--- src/rtl/mult_div_unit.sv ---
// mult_div_unit
//   Sequential signed 32x32 multiply / divide unit for the multicycle CPU.
//   MULT uses radix-2 Booth recoding; DIV uses restoring division on operand
//   magnitudes with sign fix-up at the end. Both need 32 iterations, one per
//   clock. The results land in HI/LO, which MFHI/MFLO may read at any time.
//
// Ports
//   clk        : clock, all state changes on the rising edge
//   reset      : asynchronous, active-low reset
//   start_mult : request a signed multiply a*b (sampled in IDLE only)
//   start_div  : request a signed divide a/b (sampled in IDLE only)
//   a          : multiplicand / dividend
//   b          : multiplier / divisor
//   hi         : product[63:32] or remainder
//   lo         : product[31:0] or quotient
//   busy       : high whenever the unit is not IDLE
//   done       : one-cycle completion pulse
//   div_zero   : one-cycle pulse alongside done when the divisor was zero
module mult_div_unit (
    input  logic        clk,
    input  logic        reset,
    input  logic        start_mult,
    input  logic        start_div,
    input  logic [31:0] a,
    input  logic [31:0] b,
    output logic [31:0] hi,
    output logic [31:0] lo,
    output logic        busy,
    output logic        done,
    output logic        div_zero
);

    typedef enum logic [1:0] {
        S_IDLE,
        S_MULT,
        S_DIV,
        S_DONE
    } state_t;

    state_t      r_state;
    state_t      w_next;

    // r_acc is 33 bits so that Booth subtraction of -2^31 cannot overflow.
    // In divide mode only r_acc[31:0] is used (partial remainder).
    logic [32:0] r_acc;
    logic [31:0] r_q;        // multiplier (MULT) / dividend-then-quotient (DIV)
    logic [31:0] r_m;        // multiplicand (MULT) / divisor magnitude (DIV)
    logic        r_qm1;      // Booth q(-1) bit
    logic [4:0]  r_count;
    logic        r_sign_q;
    logic        r_sign_r;
    logic [31:0] r_hi;
    logic [31:0] r_lo;
    logic        r_done;
    logic        r_div_zero;

    logic        w_last;
    logic [32:0] w_m_ext;
    logic [32:0] w_booth_sum;
    logic [32:0] w_mul_acc;
    logic [31:0] w_mul_q;
    logic [31:0] w_div_shift;
    logic [32:0] w_div_diff;
    logic        w_div_ge;
    logic [31:0] w_div_rem;
    logic [31:0] w_div_q;
    logic [31:0] w_quot;
    logic [31:0] w_remd;
    logic [31:0] w_a_mag;
    logic [31:0] w_b_mag;

    assign w_last = (r_count == 5'd31);

    // ---------------- next-state logic ----------------
    always_comb begin
        w_next = r_state;
        case (r_state)
            S_IDLE: begin
                if (start_mult)
                    w_next = S_MULT;
                else if (start_div)
                    w_next = (b == '0) ? S_DONE : S_DIV;
            end
            S_MULT:  if (w_last) w_next = S_DONE;
            S_DIV:   if (w_last) w_next = S_DONE;
            S_DONE:  w_next = S_IDLE;
            default: w_next = S_IDLE;
        endcase
    end

    always_ff @(posedge clk or negedge reset) begin
        if (!reset)
            r_state <= S_IDLE;
        else
            r_state <= w_next;
    end

    // ---------------- Booth step ----------------
    always_comb begin
        w_m_ext = {r_m[31], r_m};
        case ({r_q[0], r_qm1})
            2'b01:   w_booth_sum = r_acc + w_m_ext;
            2'b10:   w_booth_sum = r_acc - w_m_ext;
            default: w_booth_sum = r_acc;
        endcase
        // arithmetic shift right of {acc, q}
        w_mul_acc = {w_booth_sum[32], w_booth_sum[32:1]};
        w_mul_q   = {w_booth_sum[0], r_q[31:1]};
    end

    // ---------------- restoring divide step ----------------
    // Partial remainder is always < divisor <= 2^31, so the shifted value
    // fits in 32 bits and r_acc[31] is never needed here.
    always_comb begin
        w_div_shift = {r_acc[30:0], r_q[31]};
        w_div_diff  = {1'b0, w_div_shift} - {1'b0, r_m};
        w_div_ge    = ~w_div_diff[32];
        w_div_rem   = w_div_ge ? w_div_diff[31:0] : w_div_shift;
        w_div_q     = {r_q[30:0], w_div_ge};
        w_quot      = r_sign_q ? (-w_div_q)   : w_div_q;
        w_remd      = r_sign_r ? (-w_div_rem) : w_div_rem;
    end

    // 0x80000000 negates to itself, which is its correct unsigned magnitude.
    assign w_a_mag = a[31] ? (-a) : a;
    assign w_b_mag = b[31] ? (-b) : b;

    // ---------------- datapath registers ----------------
    always_ff @(posedge clk or negedge reset) begin
        if (!reset) begin
            r_acc      <= '0;
            r_q        <= '0;
            r_m        <= '0;
            r_qm1      <= 1'b0;
            r_count    <= '0;
            r_sign_q   <= 1'b0;
            r_sign_r   <= 1'b0;
            r_hi       <= '0;
            r_lo       <= '0;
            r_done     <= 1'b0;
            r_div_zero <= 1'b0;
        end else begin
            r_done     <= (w_next == S_DONE);
            r_div_zero <= (r_state == S_IDLE) && (w_next == S_DONE);
            case (r_state)
                S_IDLE: begin
                    if (w_next == S_MULT) begin
                        r_acc   <= '0;
                        r_m     <= a;
                        r_q     <= b;
                        r_qm1   <= 1'b0;
                        r_count <= '0;
                    end else if (w_next == S_DIV) begin
                        r_acc    <= '0;
                        r_m      <= w_b_mag;
                        r_q      <= w_a_mag;
                        r_sign_q <= a[31] ^ b[31];
                        r_sign_r <= a[31];
                        r_count  <= '0;
                    end
                end
                S_MULT: begin
                    r_acc   <= w_mul_acc;
                    r_q     <= w_mul_q;
                    r_qm1   <= r_q[0];
                    r_count <= r_count + 5'd1;
                    if (w_last) begin
                        r_hi <= w_mul_acc[31:0];
                        r_lo <= w_mul_q;
                    end
                end
                S_DIV: begin
                    r_acc   <= {1'b0, w_div_rem};
                    r_q     <= w_div_q;
                    r_count <= r_count + 5'd1;
                    if (w_last) begin
                        r_hi <= w_remd;
                        r_lo <= w_quot;
                    end
                end
                default: ;
            endcase
        end
    end

    assign hi       = r_hi;
    assign lo       = r_lo;
    assign busy     = (r_state != S_IDLE);
    assign done     = r_done;
    assign div_zero = r_div_zero;

endmodule

--- config.mk ---
export PLATFORM = sky130hd
export DESIGN_NAME = mult_div_unit
export DESIGN_NICKNAME = d
export VERILOG_FILES = /design/src/rtl/mult_div_unit.sv
export SDC_FILE = /design/constraint.sdc
export NUM_CORES = 1
export LEC_CHECK = 0
export ABC_AREA = 1
export ABC_CLOCK_PERIOD_IN_PS = 5190
export CORE_UTILIZATION = 51
export DETAILED_ROUTE_END_ITERATION = 16
export PLACE_DENSITY = 0.71
export SYNTH_ARGS = -nofsm -noshare
export SYNTH_HDL_FRONTEND = slang
export SYNTH_SLANG_ARGS = --single-unit
--- constraint.sdc ---
create_clock -name clk -period 5.19 [get_ports clk]
set_clock_uncertainty 0.1 [all_clocks]
set_input_delay 0.519 -clock clk [delete_from_list [all_inputs] [get_ports clk]]
set_output_delay 0.519 -clock clk [all_outputs]
set_load 0.005 [all_outputs]
==> results of run 1 <==
## cell usage after synthesis, drive strengths merged (9+ instances only)
cell	instances	area, sq um
nand2	835	3250
inv	386	1450
nor2	284	1110
o21ai	193	988
nand3	191	981
dfrtp	173	4330
a21oi	159	822
ha	80	1000
xor2	74	648
clkbuf	72	270
o211ai	61	458
o221ai	48	420
nor3	33	196
nand4	31	200
buf	25	139
o22ai	24	150
or2	19	119
xnor2	15	131
a221o	13	130
o21a	11	82.6
a22oi	10	75.1
nor4	10	62.6
a31oi	9	56.3
## cells in the final DEF, fill, tap and decap left out, types with 16 or more instances in the layout
master / n
nor3_1: 25
clkdlybuf4s50_1: 133
or2_2: 18
o221ai_1: 48
o21ai_0: 179
o22ai_1: 24
nand3_1: 186
dfrtp_1: 173
clkbuf_16: 17
nand2_2: 26
xor2_1: 74
ha_1: 78
nor2_1: 265
inv_1: 375
o211ai_1: 61
nor2_2: 16
nand4_1: 30
buf_4: 32
a21oi_1: 154
nand2_1: 802
## metal layers
layer | routed length, um | up-vias | track usage [%]
met5 | 0 | - | 0
met4 | 5500 | 0 | 27.3
met3 | 4870 | 256 | 6.01
met2 | 32700 | 1065 | 67.6
met1 | 26300 | 9397 | 45.9
li1 | - | 9464 | -
## power groups by stage
stage / registers (mW) / logic (mW) / clock network [mW]
4_1_cts: 2.37 / 11.4 / 1.26
6_report: 2.41 / 11.7 / 1.25
3_3_place_gp: 2.39 / 11.1 / 0
5_1_grt: 2.42 / 12.9 / 1.31
3_5_place_dp: 2.39 / 11.3 / 0
2_1_floorplan: 2.07 / 8.25 / 0
## state kept, by name (all words and copies together) (netlist names)
name	cells
r_count	5
hi	32
div_zero	1
r_qm1	1
r_sign_q	1
r_state	2
r_q	32
r_acc	33
lo	32
r_sign_r	1
done	1
r_m	32
## kinds of logic after synthesis
group,count (synthesis)
flops,173
fa+ha+maj,82
xor+xnor,89
buf+inv,488
compound gates,566
mux,1
simple gates,1417
## worst min-delay path by stage
stage | start | to | slack [ns] | cells after the start
2_1_floorplan | reset | div_zero | 0.12 | 0
6_report | hi[29] | hi[29] | 0.38 | 2
4_1_cts | hi[27] | hi[27] | 0.38 | 2
3_5_place_dp | hi[27] | hi[27] | 0.36 | 2
3_3_place_gp | hi[28] | hi[28] | 0.36 | 2
5_1_grt | hi[7] | hi[7] | 0.40 | 2
## cell type report
cell class / count / area [sq um] / area share (%)
timing repair buffer: 168 / 1610 / 8.09
sequential: 173 / 4330 / 21.7
tap: 448 / 561 / 2.81
inverter: 391 / 1470 / 7.39
clock buffer: 17 / 425 / 2.13
multi-input combinational: 2155 / 11400 / 57.2
clock inverter: 15 / 125 / 0.628
## per-stage QoR
step	util [%]	std cells	TNS, ns	hold slack (ns)
after floorplan	-	2816	0	0.123
after detailed placement	57.3	3332	-16.95	0.364
after global placement	57.3	3332	-13.85	0.364
after CTS	59.0	3365	0	0.384
final	59.1	3367	0	0.378
after global routing	59.1	3367	-0.0232	0.401
## critical path, stage by stage
cell and delay [ns]:
clkdlybuf4s50_1 0.42, inv_1 0.11, ha_1 0.19, nand3_1 0.12, nor2_1 0.10, nand2_1 0.07, nor3_1 0.25, nand3_1 0.16
nor2_1 0.13, nand4_1 0.15, nor2_1 0.27, a41o_1 0.22, nand2_1 0.05, o21ai_0 0.12, ha_2 0.23, nor2_1 0.06
nand2_1 0.07, nand2_1 0.10, nor2_2 0.11, inv_1 0.09, buf_4 0.19, nor2_2 0.42, clkinvlp_4 0.55, o22ai_1 0.28
a221o_1 0.15
## what timing repair did
action | 4_1_cts | 5_1_grt
endpoints found under the setup margin | 20 | 53
gates resized for setup | 2 | 7
pin swaps | 0 | 1
buffers inserted | 0 | 2
hold buffers | 1 | 0
hold endpoints to repair | 2 | 0
gates cloned | 0 | 0
==> results.cfg, run 1 <==
[status]
status = completed

[drt]
ant_nets = 0
wl_per_cell_um = 20.6
drc_errors = 0
first_iter_violations = 1967
vias = 20200
drtPass1Iterations = 7
detail_route.vias_per_cell = 5.99
drt_wl_total_mm = 69.4

[place]
dp_hpwl_mm = 55.2
dpl_worst_slack_ns = -0.718
place_area_sq_mm = 0.0193
place.gp.congestion = 1.06
port_buffers = 134

[sta]
final_hold_viol_count = 0
min_period_ns = 4.84
fin_crit_sh_pct = 93.3
fmax_ghz = 0.206
setup_violations = 0
worst_slack_ns = 0.347
slew-limit-headroom_pct = 25.5
tightestPinTransition_ns = 1.12
slew_viol_final = 0

[yosys]
muxShareOfSynthArea_pct = 0.0570
netlist_area_sq_mm = 0.0175
ys_ff_latch = 173
synthFlopType = dfrtp_1
synth_top_family_by_area = simple AND/OR/NAND/NOR gates
async_flop_share_pct = 100
synth-simple-area-share_pct = 34.3
synth_compound_area_share_pct = 19.9
postSynthAreaPerCell_sq_um = 6.23
synth_edf_count = 0
syn-num-nets = 2966
synthXorXnorAreaFrac_pct = 4.44
synthAdderAreaFrac_pct = 5.93
ys.warnings.count = 0
ys_types = 58
yosysSeqAreaShare_pct = 24.7
synthCells = 2816

[layout]
n_antenna_cell = 0
stdcell_area_sq_mm = 0.0199
nNetsFinal = 3056
areaGrowthSynthToFinish_pct = 13.6
drive_gt1_share_pct = 6.17
fillers = 3346

[pwr]
max-vdd-ir-drop_mv = 0.508
p_comb_share_pct = 76.2
leakagePower_nw = 10.2
clkPwrFrac_pct = 8.2
powerDensity_mw_per_mm2 = 771
swShare_pct = 61.0
seq_power_share_pct = 15.7
finalPower_mw = 15.4
p_int_mw = 5.98
power_switching_mw = 9.38

[clocking]
cts_tree = yes
clk_path_buf_depth = 2
cts_made_buffers = 17
cts_root_buffer = clkbuf_16
cts.sink_count = 173
htree_levels = 4
clock_latency_ns = 0.46
clk_pin_slew_worst_paths_ns = 0.07

[grt]
antenna_found_initial = 0
grt_max_degree = 103
overflow = 0
grt_pass1_vias = 19200
grt_pass1_wl_mm = 107
grt_usage_pct = 39.7

[floorplanning]
design.core.area_sq_mm = 0.0337
start_util_pct = 52.1
die_w_um = 187
die_h_um = 187
row_count = 67
ios = 135
die_area_sq_mm = 0.0352

[min_path]
hold_path.class = register to register

[setup_path]
path_class = input pin to register
cp_data_arrival_time_ns = 5.13
end_kind = register
timing.rr.end = hi[25]
cp_max_fo = 19
reg2reg_depth = 29
reg2reg_setup_slack_ns = 0.48
cp-start-kind = input pin
crit_start = b[0]
required_ns = 5.47
r2r_start = r_m[1]
critPathCapture = r_q[7]

[run]
maxCapViolCount = 0
Power figures use the tool's default switching activity.
==> run 2, diff against run 1 <==
--- a/config.mk
+++ b/config.mk
@@ -9,6 +9,7 @@
 export ABC_CLOCK_PERIOD_IN_PS = 5190
 export CORE_UTILIZATION = 51
 export DETAILED_ROUTE_END_ITERATION = 16
+export HOLD_SLACK_MARGIN = 0.12
 export PLACE_DENSITY = 0.71
 export SYNTH_ARGS = -nofsm -noshare
 export SYNTH_HDL_FRONTEND = slang
==> results of run 2 <==
Same layout as run 1: the final DEF is identical, and so are final timing and power.
==> run 3, diff against run 2 <==
--- a/config.mk
+++ b/config.mk
@@ -7,9 +7,10 @@
 export LEC_CHECK = 0
 export ABC_AREA = 1
 export ABC_CLOCK_PERIOD_IN_PS = 5190
+export CAP_MARGIN = 30
 export CORE_UTILIZATION = 51
 export DETAILED_ROUTE_END_ITERATION = 16
-export HOLD_SLACK_MARGIN = 0.12
+export HOLD_SLACK_MARGIN = 0.15
 export PLACE_DENSITY = 0.71
 export SYNTH_ARGS = -nofsm -noshare
 export SYNTH_HDL_FRONTEND = slang
==> run 3 against run 2 <==
Sequential power is 2% lower. Core utilization is 0.19 points higher. Flip-flop and latch count stayed put. Critical path type unchanged. Die area stayed put. Total power is 0.63% higher. Highest routed layer unchanged.
==> results.cfg, run 3 (synthesis results as in run 1) <==
[floorplanning]
row_count = 67
die_h_um = 187
start_util_pct = 52.1
design.core.area_sq_mm = 0.0337
die_w_um = 187
ios = 135
die_area_sq_mm = 0.0352

[min_path]
hp-start = hi[7]
hold_path.class = register to register

[sta]
worst_slack_ns = 0.264
slew-limit-headroom_pct = 41.9
min_period_ns = 4.93
hold_slack_ns = 0.377
fin_crit_sh_pct = 94.9
slew_viol_final = 0
tightestPinTransition_ns = 0.863
setup_violations = 0
fmax_ghz = 0.203
final_hold_viol_count = 0

[clocking]
cts_tree = yes
htree_levels = 4
cts_made_buffers = 17
clock_latency_ns = 0.46
clk_pin_slew_worst_paths_ns = 0.07
cts.sink_count = 173
clk_path_buf_depth = 2
cts_root_buffer = clkbuf_16

[drt]
first_iter_violations = 2124
drc_errors = 0
detail_route.vias_per_cell = 5.95
drtPass1Iterations = 6
vias = 20000
wl_per_cell_um = 20.6
ant_nets = 0
drt_wl_total_mm = 69.5

[grt]
grt_use_met1_pct = 45.7
gr-usage-met3_pct = 6.06
grt_usage_pct = 39.6
grt_pass1_vias = 19300
busiest_layer = met2
grt_use_met2_pct = 66.5
grt_pass1_wl_mm = 107
antenna_found_initial = 0
grt_max_degree = 103
overflow = 0

[layout]
layout_commonest_cell = nand2_1
multi_input_area_sq_mm = 0.0114
largest_reg_flops = 33
mostFrequentLayoutCells = nand2_1 (802), inv_1 (375), nor2_1 (266)
n_antenna_cell = 0
top_register = r_acc
nNetsFinal = 3058
areaGrowthSynthToFinish_pct = 14.0
drive_gt1_share_pct = 6.20
fillers = 3356
regArea_sq_mm = 0.00433

[place]
place.gp.congestion = 1.06
dpl_worst_slack_ns = -0.125
port_buffers = 134
dp_hpwl_mm = 55.2

[setup_path]
critPathSlowestCell = clkinvlp_4
cp-start-kind = input pin
cp_data_arrival_time_ns = 5.21
crit_start = b[0]
end_kind = register
required_ns = 5.48
max_stage_delay_ns = 0.57
r2r_start = r_m[1]
path_class = input pin to register
cp_max_fo = 19

[pwr]
leakagePower_nw = 10.2
max-vdd-ir-drop_mv = 0.510
powerDensity_mw_per_mm2 = 773

[status]
status = completed

[run]
maxCapViolCount = 0
run 3: cell count changes in the layout (fill, tap and decap cells not counted), sizes merged:
cell,change
buf,+2
clkinv,-2
bufinv,+1
inv,+1
run 3: worst paths after layout:
kind / to / slack (ns) / cells past startpoint
worst max-delay path: r_q[7] / 0.26 / 25
worst min-delay path: hi[7] / 0.38 / 2
worst max register to register: hi[28] / 0.33 / 26
worst min register to register: hi[7] / 0.38 / 2
max in group asynchronous: lo[26] / 3.43 / 3
min in group asynchronous: r_m[26] / 0.53 / 2
run 3: power breakdown:
group	switching [mW]	total (mW)	leakage, nW	internal (mW)
registers	0.632	2.37	2.30	1.74
clock network	0.624	1.30	0.285	0.679
logic	8.13	11.8	7.60	3.65
run 3: per-stage QoR:
stage | std cells | power (mW) | utilization, % | instance area [sq um] | TNS (ns)
6_report | 3369 | 15.5 | 59.3 | 20000 | 0
5_1_grt | 3369 | 16.7 | 59.3 | 20000 | -0.184
4_1_cts | 3367 | 15.1 | 59.1 | 19900 | 0
3_5_place_dp | 3334 | 13.7 | 57.4 | 19300 | -1.28
3_3_place_gp | 3332 | 13.5 | 57.3 | 19300 | -13.85
2_1_floorplan | 2816 | 10.3 | - | 17500 | 0
run 3: cell type report:
type	instances	share of cell area, %
multi-input cells	2155	57.0
well taps	448	2.80
flip-flops and latches	173	21.6
clock inverters	15	0.738
clock buffers	17	2.13
inverters	391	7.38
repair buffers	170	8.28
run 3: metal layers:
layer / wire, um / vias to the layer above
met5: 0 / -
met4: 5760 / 0
met3: 5060 / 259
met2: 32700 / 1061
met1: 26000 / 9252
li1: - / 9461
run 3: critical path: cells and delay by family:
family / cells / cell delay (ns)
AND/OR/NAND/NOR: 14 / 2.14
adder cells (fa/ha/maj): 2 / 0.42
buffers and inverters: 5 / 1.38
AO/OA/AOI/OAI: 4 / 0.77
run 3: timing repair:
item                                    CTS  global route
endpoints found under the setup margin    0            30
endpoints found under the hold margin    71             0
buffers inserted                          0             1
gates resized for setup                   0             7
hold buffers                              1             0
